File: config.mk
export PLATFORM = sky130hd
export DESIGN_NAME = sar_cmp_responder_flat
export DESIGN_NICKNAME = d
export VERILOG_FILES = /design/src/rtl/sar_pkg.sv /design/src/rtl/sar_cmp_responder_if.sv /design/src/rtl/sar_cmp_pipe.sv /design/src/rtl/sar_cmp_responder.sv /design/src/flat_wrapper.sv
export SDC_FILE = /design/constraint.sdc
export NUM_CORES = 1
export LEC_CHECK = 0
export ABC_AREA = 1
export BUFFER_PORTS_ARGS = -buffer_cell sky130_fd_sc_hd__buf_2
export CAP_MARGIN = 25
export CORE_ASPECT_RATIO = 0.75
export CORE_MARGIN = 2
export CORE_UTILIZATION = 25
export DETAILED_ROUTE_END_ITERATION = 16
export SYNTH_ARGS = -nofsm -noshare
export SYNTH_HDL_FRONTEND = slang
export SYNTH_SLANG_ARGS = --single-unit
File: constraint.sdc
create_clock -name clk -period 3.65 [get_ports clk]
set_input_delay 0.73 -clock clk [delete_from_list [all_inputs] [get_ports clk]]
set_output_delay 0.73 -clock clk [all_outputs]
set_load 0.05 [all_outputs]
File: src/rtl/sar_pkg.sv
// Shared definitions for the SAR comparator/DAC responder.
//   SAR_WIDTH       : code width of the conversion engine
//   SAR_CNT_W       : width of the conversion/error statistics counters
//   sar_rsp_state_t : responder FSM state encoding
package sar_pkg;

  localparam int SAR_WIDTH = 8;
  localparam int SAR_CNT_W = 8;

  typedef enum logic [1:0] {
    IDLE    = 2'd0,
    CONVERT = 2'd1,
    CHECK   = 2'd2
  } sar_rsp_state_t;

endpackage

File: src/rtl/sar_cmp_responder_if.sv
// Signal bundle between the SAR controller side (master) and the
// comparator/DAC responder (slave).
//   vin, sample         : emulated analog input code and its capture strobe
//   trial, done         : trial code and conversion-complete flag from the controller
//   cmp                 : comparator answer (hold >= trial)
//   busy                : conversion in progress
//   res_ok, res_err     : one-cycle final-code verdict
//   conv_cnt, err_cnt   : saturating statistics
interface sar_cmp_responder_if
  import sar_pkg::*;
#(
  parameter int WIDTH = SAR_WIDTH
);

  logic [WIDTH-1:0]     vin;
  logic                 sample;
  logic [WIDTH-1:0]     trial;
  logic                 done;
  logic                 cmp;
  logic                 busy;
  logic                 res_ok;
  logic                 res_err;
  logic [SAR_CNT_W-1:0] conv_cnt;
  logic [SAR_CNT_W-1:0] err_cnt;

  modport master (
    output vin, sample, trial, done,
    input  cmp, busy, res_ok, res_err, conv_cnt, err_cnt
  );

  modport slave (
    input  vin, sample, trial, done,
    output cmp, busy, res_ok, res_err, conv_cnt, err_cnt
  );

endinterface

File: src/rtl/sar_cmp_pipe.sv
// Comparator delay line: DEPTH single-bit stages with synchronous flush.
//   clk, rst_n : clock, async active-low reset
//   flush_i    : clears every stage on the next edge (wins over d_i)
//   d_i        : comparator result entering the line
//   q_o        : oldest stage, drives the responder's cmp output
module sar_cmp_pipe #(
  parameter int DEPTH = 1
) (
  input  logic clk,
  input  logic rst_n,
  input  logic flush_i,
  input  logic d_i,
  output logic q_o
);

  logic [DEPTH-1:0] stage_q;

  generate
    if (DEPTH == 1) begin : g_single
      always_ff @(posedge clk or negedge rst_n) begin
        if (!rst_n) begin
          stage_q <= '0;
        end else if (flush_i) begin
          stage_q <= '0;
        end else begin
          stage_q <= d_i;
        end
      end
    end else begin : g_multi
      always_ff @(posedge clk or negedge rst_n) begin
        if (!rst_n) begin
          stage_q <= '0;
        end else if (flush_i) begin
          stage_q <= '0;
        end else begin
          stage_q <= {stage_q[DEPTH-2:0], d_i};
        end
      end
    end
  endgenerate

  assign q_o = stage_q[DEPTH-1];

endmodule

File: src/rtl/sar_cmp_responder.sv
// Analog-side counterpart of the SAR controller: holds a sampled input
// code, answers trial codes with a comparator bit and grades the final code.
//   clk, rst_n : clock, async active-low reset
//   bus        : responder side of sar_cmp_responder_if (see interface header)
//
// state   | meaning
// IDLE    | waiting for sample; cmp and busy low, done ignored
// CONVERT | comparing hold against trial every cycle; busy high
// CHECK   | single cycle presenting res_ok/res_err for the final code
module sar_cmp_responder
  import sar_pkg::*;
#(
  parameter int WIDTH   = SAR_WIDTH,
  parameter int CMP_LAT = 0
) (
  input  logic                clk,
  input  logic                rst_n,
  sar_cmp_responder_if.slave  bus
);

  localparam logic [SAR_CNT_W-1:0] CNT_MAX = '1;

  sar_rsp_state_t       state_q, state_d;
  logic [WIDTH-1:0]     hold_q, final_q;
  logic [SAR_CNT_W-1:0] conv_cnt_q, err_cnt_q;
  logic                 accept_done, capture, flush, cmp_d, mismatch;

  // done has priority over sample in CONVERT; sample is dropped in CHECK.
  assign accept_done = (state_q == CONVERT) && bus.done;
  assign capture     = bus.sample &&
                       ((state_q == IDLE) || ((state_q == CONVERT) && !bus.done));
  // Outside CONVERT the line is held flushed so cmp is already 0 on return to IDLE.
  assign flush       = capture || (state_q != CONVERT);
  assign cmp_d       = (hold_q >= bus.trial);
  assign mismatch    = (bus.trial != hold_q);

  sar_cmp_pipe #(
    .DEPTH (1 + CMP_LAT)
  ) u_pipe (
    .clk     (clk),
    .rst_n   (rst_n),
    .flush_i (flush),
    .d_i     (cmp_d),
    .q_o     (bus.cmp)
  );

  always_ff @(posedge clk or negedge rst_n) begin
    if (!rst_n) begin
      state_q <= IDLE;
    end else begin
      state_q <= state_d;
    end
  end

  always_comb begin
    state_d = state_q;
    case (state_q)
      IDLE:    if (bus.sample) state_d = CONVERT;
      CONVERT: if (bus.done)   state_d = CHECK;
      CHECK:   state_d = IDLE;
      default: state_d = IDLE;
    endcase
  end

  always_comb begin
    bus.busy    = (state_q == CONVERT);
    bus.res_ok  = (state_q == CHECK) && (final_q == hold_q);
    bus.res_err = (state_q == CHECK) && (final_q != hold_q);
  end

  // Statistics move on the done edge so they are visible together with the verdict.
  always_ff @(posedge clk or negedge rst_n) begin
    if (!rst_n) begin
      hold_q     <= '0;
      final_q    <= '0;
      conv_cnt_q <= '0;
      err_cnt_q  <= '0;
    end else begin
      if (capture) begin
        hold_q <= bus.vin;
      end
      if (accept_done) begin
        final_q <= bus.trial;
        if (conv_cnt_q != CNT_MAX) begin
          conv_cnt_q <= conv_cnt_q + 1'b1;
        end
        if (mismatch && (err_cnt_q != CNT_MAX)) begin
          err_cnt_q <= err_cnt_q + 1'b1;
        end
      end
    end
  end

  assign bus.conv_cnt = conv_cnt_q;
  assign bus.err_cnt  = err_cnt_q;

endmodule

File: src/flat_wrapper.sv
// flat-port wrapper written by rule: the top's interface ports become plain ports
module sar_cmp_responder_flat import sar_pkg::*;
#(
  parameter int WIDTH   = SAR_WIDTH,
  parameter int CMP_LAT = 0
)
  (clk, rst_n, bus_vin, bus_sample, bus_trial, bus_done, bus_cmp, bus_busy, bus_res_ok, bus_res_err, bus_conv_cnt, bus_err_cnt);
  sar_cmp_responder_if #(.WIDTH(WIDTH)) bus_i ();
  input  logic clk;
  input  logic rst_n;
  input wire logic [$bits(bus_i.vin)-1:0] bus_vin;
  input wire logic [$bits(bus_i.sample)-1:0] bus_sample;
  input wire logic [$bits(bus_i.trial)-1:0] bus_trial;
  input wire logic [$bits(bus_i.done)-1:0] bus_done;
  output wire logic [$bits(bus_i.cmp)-1:0] bus_cmp;
  output wire logic [$bits(bus_i.busy)-1:0] bus_busy;
  output wire logic [$bits(bus_i.res_ok)-1:0] bus_res_ok;
  output wire logic [$bits(bus_i.res_err)-1:0] bus_res_err;
  output wire logic [$bits(bus_i.conv_cnt)-1:0] bus_conv_cnt;
  output wire logic [$bits(bus_i.err_cnt)-1:0] bus_err_cnt;
  assign bus_i.vin = bus_vin;
  assign bus_i.sample = bus_sample;
  assign bus_i.trial = bus_trial;
  assign bus_i.done = bus_done;
  assign bus_cmp = bus_i.cmp;
  assign bus_busy = bus_i.busy;
  assign bus_res_ok = bus_i.res_ok;
  assign bus_res_err = bus_i.res_err;
  assign bus_conv_cnt = bus_i.conv_cnt;
  assign bus_err_cnt = bus_i.err_cnt;
  sar_cmp_responder #(.WIDTH(WIDTH), .CMP_LAT(CMP_LAT)) u_core (.clk(clk), .rst_n(rst_n), .bus(bus_i));
endmodule
Word-level counts from Yosys, hierarchy flattened --
Index checks and enable logic that the tools add are counted.
Cells by class: add/sub/neg operators 2, magnitude comparators 1, reductions and logical operators 13, equal/unequal tests 10, mux-type cells 4
Operators by type and width (count):
- $add 8x1->8 const B | 2
- $ne 8x8->1 | 2
- $ne 8x8->1 const B | 2
- $eq 8x8->1 | 1
- $ge 8x8->1 | 1
- $logic_and 1x1->1 | 6
- $reduce_and 2->1 | 3
- $mux 2 | 2
- $ne 2x2->1 const B | 2
- $pmux 2 s2 | 1
- $eq 2x1->1 const B | 1
- $eq 2x2->1 const B | 1
- $logic_not 2->1 | 1
- $logic_or 1x1->1 | 2
- $ne 2x1->1 const B | 1
- $logic_not 1->1 | 1
- $mux 1 | 1
Storage, ports and cells: input bits 20, output and inout port bits 20, logic and storage cells 36, register bits after elaboration 35

Depth between registers and ports, before layout --
Gate-level depths: netlist (run 1).
depth after elaboration 6, depth in mapped cells 9, mapped depth without buffers 9

Hierarchy --
From an unflattened synthesis (run 1), not the netlist that was laid out.
Unflattened totals: cells, all modules 308, area total of the unflattened synthesis 2190.9 sq um
Modules (own cells, without submodules):
- sar_cmp_responder | area an instance 2155.8 sq um, seq. area each 850.8 sq um, cells an instance 305, instances 1
- sar_cmp_pipe | area an instance 35.0 sq um, seq. area each 25.0 sq um, cells an instance 3, instances 1

Worst setup path before layout (run 1) --
No wires, ideal clock.
kind register to output, from reg u_core.hold_q[6], to out bus_res_ok, setup slack 1.173 ns, arrival 1.747 ns, stages on the path, launching flop included 6, required time 2.920 ns, buffers on the path 0, cell sequence dfrtp_1 nor2_1 nor2_1 nor2_1 nand2_1 nor3_1
Between the ends: word-level cells in the longest chain between the ends 2
RTL lines:
- start, declared | RTL line sar_cmp_responder.sv:24 | logic [WIDTH-1:0] hold_q, final_q;
- start signal, assigned | RTL line sar_cmp_responder.sv:80 | hold_q <= bus.vin;
- $eq 8x8->1 | RTL line sar_cmp_responder.sv:67 | bus.res_ok = (state_q == CHECK) && (final_q == hold_q);
- $logic_and 1x1->1 | RTL line sar_cmp_responder.sv:67
- end, declared | RTL line flat_wrapper.sv:17 | output wire logic [$bits(bus_i.res_ok)-1:0] bus_res_ok;
No other way between the ends.

Worst setup path after layout (run 1) --
Ends and elaborated chain as after synthesis.

==> out/results.ini, run 1 <==
[outcome]
status=complete, no violations

[logic_synthesis]
synth_warnings=0
synth_seq_cells=35
netlist_top_cells_count=nand2_1, inv_1, dfrtp_1
synth_mux_area_frac=0
yosysSeqAreaShare=0.433
synth_top_family_by_area=simple AND/OR/NAND/NOR gates
synth_fa_ha_area_frac=0.0619
synth_top_area_share=0.433
synth_xor_area_frac=0.0390
syn_avg_cell_area_um2=7.54
syn_nets=298
synth_area_um2=2020
syn_inst=268
synth.most_common_cell=nand2_1
yosys.area.top_type=dfrtp_1
async_reset_ff_frac=1.00
synthTopCellsByArea=dfrtp_1, nand2_1, inv_1, ha_1, nor2_1
synth_edf_count=0
yosysUniqueCellTypes=24
synth_compound_area_frac=0.0632
synth-simple-area-share=0.316
synthFlopType=dfrtp_1

[cells_and_area]
drive_gt1_frac=0.185
finalNonFillerCells=418
fin_area_um2=2430
fin_nets=342
fillers=873
area_growth_pct=20.3
diodes=0

[clock_network]
post_cts_buffers=0
cts_resized=0
cts_hold_buf=0
cts_num_sinks=35
ctsRootBufferMaster=clkbuf_8
cts_max_level=2
clock_path_buffers=2
clock_latency_ps=280
cts_tree=done
cts_buffers=5
clk_pin_slew_worst_paths_ps=70

[min_path]
hp-start=u_core.bus.conv_cnt[5]
hp-class=reg -> reg
holdPathStages=2
min_to=u_core.bus.conv_cnt[5]

[place]
port_buffers=39
place_ws_ps=1710
dp.cells=410
place.gp.congestion=0.754
place_hpwl_mm=3.26
dpl_cell_area_um2=2330

[route]
post_drt_wl_per_cell_um=10.2
route.detailed.drc=0
drt-pass1-iter-count=4
num_vias=1700
vias_per_cell=4.07
ant_nets=0
drtIter0Drc=23
drt-total-wl_mm=4.24

[critical_path]
cp.arrival_ps=1500
r2r_cells=8
critPathLaunchType=register
crit_required_ps=2920
rrSetupSlack_ps=2180
rr_startpoint=u_core.hold_q[3]
end_kind=primary output
rr_endpoint=u_core.bus.err_cnt[1]
crit_fanout=4
worstSetupPathType=reg -> out

[global_routing]
gr-total-overflow=0
grt_max_degree=36
grt_pass1_wl_mm=7.49
gr-usage-all-layers=0.107
antenna_found_initial=0
grt_pass1_vias=1624

[sta]
period_minus_slack_ps=2230
finalSetupViolCount=0
setup-tns-final_ps=0
rsz0062_at_grt=no
setup_slack_ps=1420
finalHoldViolCount=0
fmax_mhz=449
maxSlewHeadroom=0.459
report.final.slew_viol_count=0
fin_crit_sh=0.611
worst_pin_slew_ps=812
clock_skew_ps=6.30

[pwr]
swShare=0.445
worst_ir_drop_vdd_uv=529
p_leak_nw=1.37
comb_power_share=0.418
clock_power_share=0.191
p_int_mw=0.894
power_density_nw_per_um2=662
p_seq_frac=0.391
switchingPower_mw=0.716

[floorplanning]
die_area_um2=8830
start_util=0.256
rows=28
die_h_um=81.9
boundaryPins=40
die-width_um=108
core-area_um2=7880

[run]
cap_violations=0

power groups by stage:
| stage | Clock [mW] | Sequential (mW) | Combinational (mW) |
|---|---|---|---|
| detailed placement | 0 | 0.635 | 0.682 |
| floorplan | 0 | 0.780 | 0.371 |
| CTS | 0.324 | 0.629 | 0.683 |
| finish | 0.307 | 0.630 | 0.672 |
| global placement | 0 | 0.634 | 0.668 |
| global route | 0.345 | 0.654 | 0.764 |
routing by layer:
| layer | part of all wire | wire length (µm) | track usage |
|---|---|---|---|
| met5 | 0 | 0 | 0 |
| met4 | 0.0054 | 23 | 0.0269 |
| met3 | 0.049 | 206 | 0.0333 |
| met2 | 0.42 | 1770 | 0.166 |
| met1 | 0.53 | 2240 | 0.144 |
worst max-delay path, stage by stage (launching register included):
cell and delay, ps:
dfrtp_1 420, nor2_1 110, nor2_1 50, nor2_1 90, nand2_1 100, nor3_1 170
buf_2 290
how the worst max path moves through the flow:
stage	startpoint	to	slack (ps)	depth (start not counted)
floorplan	u_core.hold_q[6]	bus_res_ok	1170	5
global placement	u_core.hold_q[6]	bus_res_ok	1700	6
detailed placement	u_core.hold_q[6]	bus_res_ok	1710	6
CTS	u_core.hold_q[6]	bus_res_ok	1400	6
global route	u_core.hold_q[5]	bus_res_ok	1290	7
finish	u_core.hold_q[6]	bus_res_ok	1420	6
metrics by stage:
stage,power (mW),hold slack [ps],util
final,1.61,519,0.308
after global routing,1.76,534,0.308
after CTS,1.64,515,0.308
after detailed placement,1.32,497,0.296
after global placement,1.30,489,0.296
after floorplan,1.15,434,-
cells in the final DEF (no fill, tap or decap), drive strengths merged:
| master | instances |
|---|---|
| a21oi | 9 |
| buf | 39 |
| clkbuf | 8 |
| clkinv | 1 |
| dfrtp | 35 |
| ha | 10 |
| inv | 39 |
| nand2 | 109 |
| nand3 | 8 |
| nand3b | 2 |
| nand4 | 3 |
| nor2 | 25 |
| nor3 | 1 |
| o211ai | 1 |
| o21ai | 14 |
| xnor2 | 5 |
| xor2 | 4 |
state kept, by name, indices dropped and copies added, names as in the netlist:
signal               flops
u_core.bus.err_cnt       8
u_core.bus.conv_cnt      8
u_core.u_pipe.q_o        1
u_core.hold_q            8
u_core.state_q           2
u_core.final_q           8
cells by family (layout without fill, tap and decap cells):
kind of cell / after synthesis / in the layout
AND/OR/NAND/NOR: 148 / 148
buffers and inverters: 42 / 87
flip-flops: 35 / 35
AO/OA/AOI/OAI: 24 / 24
adder cells (fa/ha/maj): 10 / 10
XOR/XNOR: 9 / 9
final cells by class:
class,instances,area [µm²],area share
Sequential cell,35,876,0.360
Multi-Input combinational cell,191,971,0.399
Clock buffer,8,100,0.0412
Timing Repair Buffer,39,195,0.0803
Inverter,40,158,0.0648
Tap cell,105,131,0.0540
(Power assumes the default switching activity.)
==> inputs of run 2 (changes only) <==
Settings changed: ABC_AREA 1 to 0.
Clock period 3.65 ns to 2 ns, I/O delays scaled along.
==> out/results.ini, run 2 <==
[critical_path]
cp.arrival_ps=1510  ; was 1500 ps
end_kind=primary output  ; unchanged
cpPeakStageDelay_ps=410  ; was 420 ps
crit_slowest_cell=dfrtp_1  ; unchanged
crit_required_ps=1600  ; was 2920 ps
rrSetupSlack_ps=270  ; was 2180 ps
crit_fanout=3  ; was 4
critPathLaunchType=register  ; unchanged
worstSetupPathType=reg -> out  ; unchanged
worstPathCellList=xnor2_1 > nand4_1 > nor3_2 > clkbuf_4  ; was nor2_1 > nor2_1 > nor2_1 > nand2_1 > nor3_1 > buf_2

[logic_synthesis]
synth_area_um2=1740  ; was 2020 µm²
synth_edf_count=0  ; unchanged
syn_inst=155  ; was 268
yosys.area.top_type=dfrtp_1  ; unchanged
syn_avg_cell_area_um2=11.2  ; was 7.54 µm²
synthTopCellsByArea=dfrtp_1, ha_1, xnor2_1, mux2_2, xor2_1  ; was dfrtp_1, nand2_1, inv_1, ha_1, nor2_1
syn_nets=185  ; was 298
yosysUniqueCellTypes=31  ; was 24
yosysSeqAreaShare=0.503  ; was 0.433
synth.most_common_cell=dfrtp_1  ; was nand2_1
netlist_top_cells_count=dfrtp_1, nand2_1, xnor2_1  ; was nand2_1, inv_1, dfrtp_1
synthFlopType=dfrtp_1  ; unchanged
synth_top_area_share=0.503  ; was 0.433
async_reset_ff_frac=1.00  ; unchanged
synth_warnings=0  ; unchanged
synth_seq_cells=35  ; unchanged

[floorplanning]
rows=26  ; was 28
die_area_um2=7660  ; was 8830 µm²
die-width_um=100  ; was 108 µm
boundaryPins=40  ; unchanged
start_util=0.258  ; was 0.256
core-area_um2=6770  ; was 7880 µm²
die_h_um=76.3  ; was 81.9 µm

[sta]
worst_pin_slew_ps=575  ; was 812 ps
fin_crit_sh=0.954
hold_ws_ps=99.6  ; was 519 ps
maxSlewHeadroom=0.617  ; was 0.459
clock_skew_ps=10.6  ; was 6.30 ps
finalSetupViolCount=0  ; unchanged
period_minus_slack_ps=1910
setup-tns-final_ps=0  ; unchanged
fmax_mhz=524
rsz0062_at_grt=no  ; unchanged
report.final.slew_viol_count=0  ; unchanged
setup_slack_ps=91.5  ; was 1420 ps
finalHoldViolCount=0  ; unchanged

[global_routing]
grt_pass1_vias=1254  ; was 1624
gr-usage-all-layers=0.106  ; was 0.107
grt_max_degree=26  ; was 36
gr-total-overflow=0  ; unchanged
antenna_found_initial=0  ; unchanged
grt_pass1_wl_mm=6.27  ; was 7.49 mm

[route]
ant_nets=0  ; unchanged
drt-total-wl_mm=3.72  ; was 4.24 mm
num_vias=1255  ; was 1700
vias_per_cell=4.34  ; was 4.07
drtIter0Drc=49  ; was 23
drt-pass1-iter-count=4  ; unchanged
post_drt_wl_per_cell_um=12.9  ; was 10.2 µm
route.detailed.drc=0  ; unchanged

[cells_and_area]
post-route-util=0.324  ; was 0.308
fin_nets=234  ; was 342
area_growth_pct=25.9  ; was 20.3%
diodes=0  ; unchanged
drive_gt1_frac=0.341  ; was 0.185
most-common-layout-cells=buf_2, dfrtp_1, nand2_1  ; was nand2_1, buf_2, inv_1
layout_commonest_cell=buf_2  ; was nand2_1
fillers=719  ; was 873

[clock_network]
cts_hold_buf=0  ; unchanged
clk_pin_slew_worst_paths_ps=80  ; was 70 ps
ctsRootBufferMaster=clkbuf_8  ; unchanged
cts_num_sinks=35  ; unchanged
cts_max_level=2  ; unchanged
cts_tree=done  ; unchanged
cts_buffers=5  ; unchanged
clock_path_buffers=2  ; unchanged
post_cts_buffers=0  ; unchanged
clock_latency_ps=290  ; was 280 ps

[run]
cap_violations=0  ; unchanged

[place]
place.gp.congestion=0.748  ; was 0.754
place_ws_ps=160  ; was 1710 ps
port_buffers=39  ; unchanged
place_hpwl_mm=2.87  ; was 3.26 mm

[pwr]
p_leak_nw=1.07  ; was 1.37 nW
power_density_nw_per_um2=1260  ; was 662 nW/µm²
worst_ir_drop_vdd_uv=527  ; was 529 µV

[outcome]
status=complete, no violations  ; unchanged

[min_path]
hp-class=in -> async  ; was reg -> reg

==> run 2: changes by cell type in the layout (fill, tap and decap cells not counted), moves of 3 or more <==
cell,previous run,this run
xor2_1,4,8
nand2_1,107,17
o21ai_0,14,9
a21oi_1,9,2
nor2_1,22,4
mux2_2,0,10
xnor2_1,5,13
inv_1,36,11
buf_4,0,4
nand4_1,3,6
==> run 2: path summary, 6_finish.rpt <==
| kind | start | endpoint | cells past startpoint |
|---|---|---|---|
| worst min register to register | u_core.bus.conv_cnt[6] | u_core.bus.conv_cnt[6] | 1 |
| max in group asynchronous | rst_n | u_core.final_q[6] | 2 |
| worst max register to register | u_core.hold_q[7] | u_core.bus.err_cnt[1] | 5 |
| worst min-delay path | rst_n | u_core.final_q[0] | 1 |
| min in group clk | bus_vin[0] | u_core.hold_q[0] | 3 |
| worst max-delay path | u_core.hold_q[6] | bus_res_ok | 4 |
==> run 2: layout make-up <==
cell class / instances / area (µm²) / area share
clock buffer: 6 / 82.6 / 0.0376
clock inverter: 2 / 35.0 / 0.0160
inverter: 12 / 46.3 / 0.0211
timing repair buffer: 43 / 228 / 0.104
multi-input combinational: 107 / 822 / 0.375
sequential: 35 / 876 / 0.399
tap: 84 / 105 / 0.0479
==> run 2: timing repair <==
item	4_1_cts	5_1_grt
setup endpoints to repair	0	1
gates resized for setup	0	1
hold endpoints to repair	0	0
==> run 2: logic make-up after synthesis <==
group | count (synthesis) | share of synthesized area
xor+xnor | 21 | 0.106
mux | 10 | 0.0646
fa+ha+maj | 10 | 0.0718
compound gates | 20 | 0.0811
buf+inv | 13 | 0.0287
simple gates | 46 | 0.146
flops | 35 | 0.503
==> run 2: metrics by stage <==
| step | instances | total power [mW] | area (µm²) |
|---|---|---|---|
| 2_1_floorplan | 155 | 1.85 | 1750 |
| 3_3_place_gp | 281 | 2.12 | 2070 |
| 3_5_place_dp | 281 | 2.14 | 2070 |
| 4_1_cts | 289 | 2.82 | 2190 |
| 5_1_grt | 289 | 2.95 | 2190 |
| 6_report | 289 | 2.78 | 2190 |
==> run 2: routing by layer <==
layer  vias up  share of wire  global-route usage
met5         -              0                   0
met4         0          0.022              0.0493
met3         7          0.054              0.0303
met2        28           0.42               0.148
met1       582           0.51               0.149
li1        638              -                   -
==> run 2: power by group <==
group / switching (mW) / internal [mW]
Sequential: 0.201 / 0.898
Clock: 0.262 / 0.403
Combinational: 0.668 / 0.343
Total: 1.13 / 1.64
==> run 2: worst max-delay path, delay by kind of cell, from the launching register on <==
kind	cells	cell delay, ps
and+or+nand+nor	2	360
buffers and inverters	1	250
xor gates and xnor gates	1	210
DFF	1	410
==> inputs of run 3 (changes only) <==
Clock period 2 ns to 2.2 ns, I/O delays scaled along.
==> out/results.ini, run 3 (same netlist as run 2, synthesis figures left out) <==
[cells_and_area]
fillers=713  ; was 719
area_growth_pct=23.9  ; was 25.9%
finalNonFillerCells=286  ; was 289
fin_area_um2=2160  ; was 2190 µm²
layout_commonest_cell=buf_2  ; unchanged
diodes=0  ; unchanged
most-common-layout-cells=buf_2, dfrtp_1, nand2_1  ; unchanged
drive_gt1_frac=0.327  ; was 0.341
fin_nets=231  ; was 234
post-route-util=0.319  ; was 0.324

[sta]
fmax_mhz=505
report.final.slew_viol_count=0  ; unchanged
setup_slack_ps=219  ; was 91.5 ps
hold_ws_ps=214  ; was 99.6 ps
clock_skew_ps=7.54  ; was 10.6 ps
rsz0062_at_grt=no  ; unchanged
setup-tns-final_ps=0  ; unchanged
finalSetupViolCount=0  ; unchanged
worst_pin_slew_ps=767  ; was 575 ps
period_minus_slack_ps=1980
finalHoldViolCount=0  ; unchanged
maxSlewHeadroom=0.489  ; was 0.617
fin_crit_sh=0.901

[global_routing]
grt_pass1_vias=1313  ; was 1254
grt_max_degree=36  ; was 26
grt_use_met2=0.158  ; was 0.148
gr-usage-all-layers=0.109  ; was 0.106
antenna_found_initial=0  ; unchanged
grt_busiest_layer=met2  ; was met1
met1_usage=0.145  ; was 0.149
grt_pass1_wl_mm=6.38  ; was 6.27 mm
gr-total-overflow=0  ; unchanged
grt_use_met3=0.0413  ; was 0.0303

[route]
route.detailed.drc=0  ; unchanged
drt-total-wl_mm=3.59  ; was 3.72 mm
drtIter0Drc=45  ; was 49
post_drt_wl_per_cell_um=12.6  ; was 12.9 µm
ant_nets=0  ; unchanged
num_vias=1239  ; was 1255
vias_per_cell=4.33  ; was 4.34
drt-pass1-iter-count=4  ; unchanged

[critical_path]
worstSetupPathType=reg -> out  ; unchanged
cp.arrival_ps=1540  ; was 1510 ps
critPathLaunchType=register  ; unchanged
crit_required_ps=1760  ; was 1600 ps
rr_startpoint=u_core.bus.conv_cnt[0]  ; was u_core.hold_q[7]
end_kind=primary output  ; unchanged
crit_fanout=3  ; unchanged
critPathLaunch=u_core.hold_q[2]  ; was u_core.hold_q[6]

[pwr]
switchingPower_mw=1.04  ; was 1.13 mW
worst_ir_drop_vdd_uv=508  ; was 527 µV
swShare=0.416  ; was 0.408
comb_power_share=0.366  ; was 0.364
p_int_mw=1.46  ; was 1.64 mW
clock_power_share=0.235  ; was 0.240
power_density_nw_per_um2=1160  ; was 1260 nW/µm²
p_seq_frac=0.399  ; was 0.396
power_mw=2.50  ; was 2.78 mW
p_leak_nw=1.05  ; was 1.07 nW

[place]
dpl_cell_area_um2=2050  ; was 2070 µm²
place_hpwl_mm=2.75  ; was 2.87 mm
place_ws_ps=319  ; was 160 ps
dp.cells=278  ; was 281
port_buffers=39  ; unchanged
place.gp.congestion=0.711  ; was 0.748

[clock_network]
post_cts_buffers=0  ; unchanged
cts_num_sinks=35  ; unchanged
cts_resized=0  ; unchanged
cts_buffers=5  ; unchanged
clock_latency_ps=290  ; about the same
cts_hold_buf=0  ; unchanged
ctsRootBufferMaster=clkbuf_8  ; unchanged
clk_pin_slew_worst_paths_ps=80  ; about the same
cts_tree=done  ; unchanged
cts_max_level=2  ; unchanged
clock_path_buffers=2  ; unchanged

[floorplanning]
core-area_um2=6770  ; unchanged
rows=26  ; unchanged
start_util=0.258  ; unchanged
die-width_um=100  ; unchanged
die_area_um2=7660  ; unchanged
die_h_um=76.3  ; unchanged
boundaryPins=40  ; unchanged

[min_path]
hp-class=in -> async  ; unchanged

[run]
cap_violations=0  ; unchanged

[outcome]
status=complete, no violations  ; unchanged

==> run 3: cell types whose count changed in the layout (fill, tap and decap cells not counted), sizes merged <==
cell and delta:
buf -2, clkbuf -2, clkinv +1
==> run 3: worst paths after layout <==
check | end | slack, ps | cells after the start
setup / recovery | bus_res_ok | 220 | 4
hold / removal | u_core.hold_q[6] | 210 | 1
setup reg to reg | u_core.bus.conv_cnt[1] | 440 | 4
hold reg to reg | u_core.bus.conv_cnt[6] | 490 | 1
max in group asynchronous | u_core.final_q[0] | 1500 | 1
min in group clk | u_core.hold_q[0] | 370 | 3
==> run 3: area by class of cell <==
type                    count  area, µm²  share of cell area
clock inverters             3       43.8              0.0203
repair buffers             40        203              0.0939
well taps                  84        105              0.0487
flip-flops and latches     35        876               0.406
clock buffers               5       68.8              0.0319
multi-input cells         107        817               0.378
inverters                  12       46.3              0.0214
==> run 3: power by group through the flow <==
stage          registers (mW)  logic, mW  clock network (mW)
3_3_place_gp             1.01      0.909                   0
2_1_floorplan            1.30      0.383                   0
5_1_grt                  1.04       1.00               0.631
6_report                 1.00      0.917               0.588
3_5_place_dp             1.01      0.924                   0
4_1_cts                  1.00      0.928               0.604
==> run 3: critical path, cell delays in order, from the launching register on <==
cell     delay (ps)
dfrtp_1         410
xnor2_1         190
nand4_1         150
nor3_1          210
buf_2           290
==> run 3: layer usage <==
layer  up-vias  share of wire
met4         0          0.020
met3         6          0.053
met2        23           0.41
met5         -              0
met1       575           0.51
li1        635              -
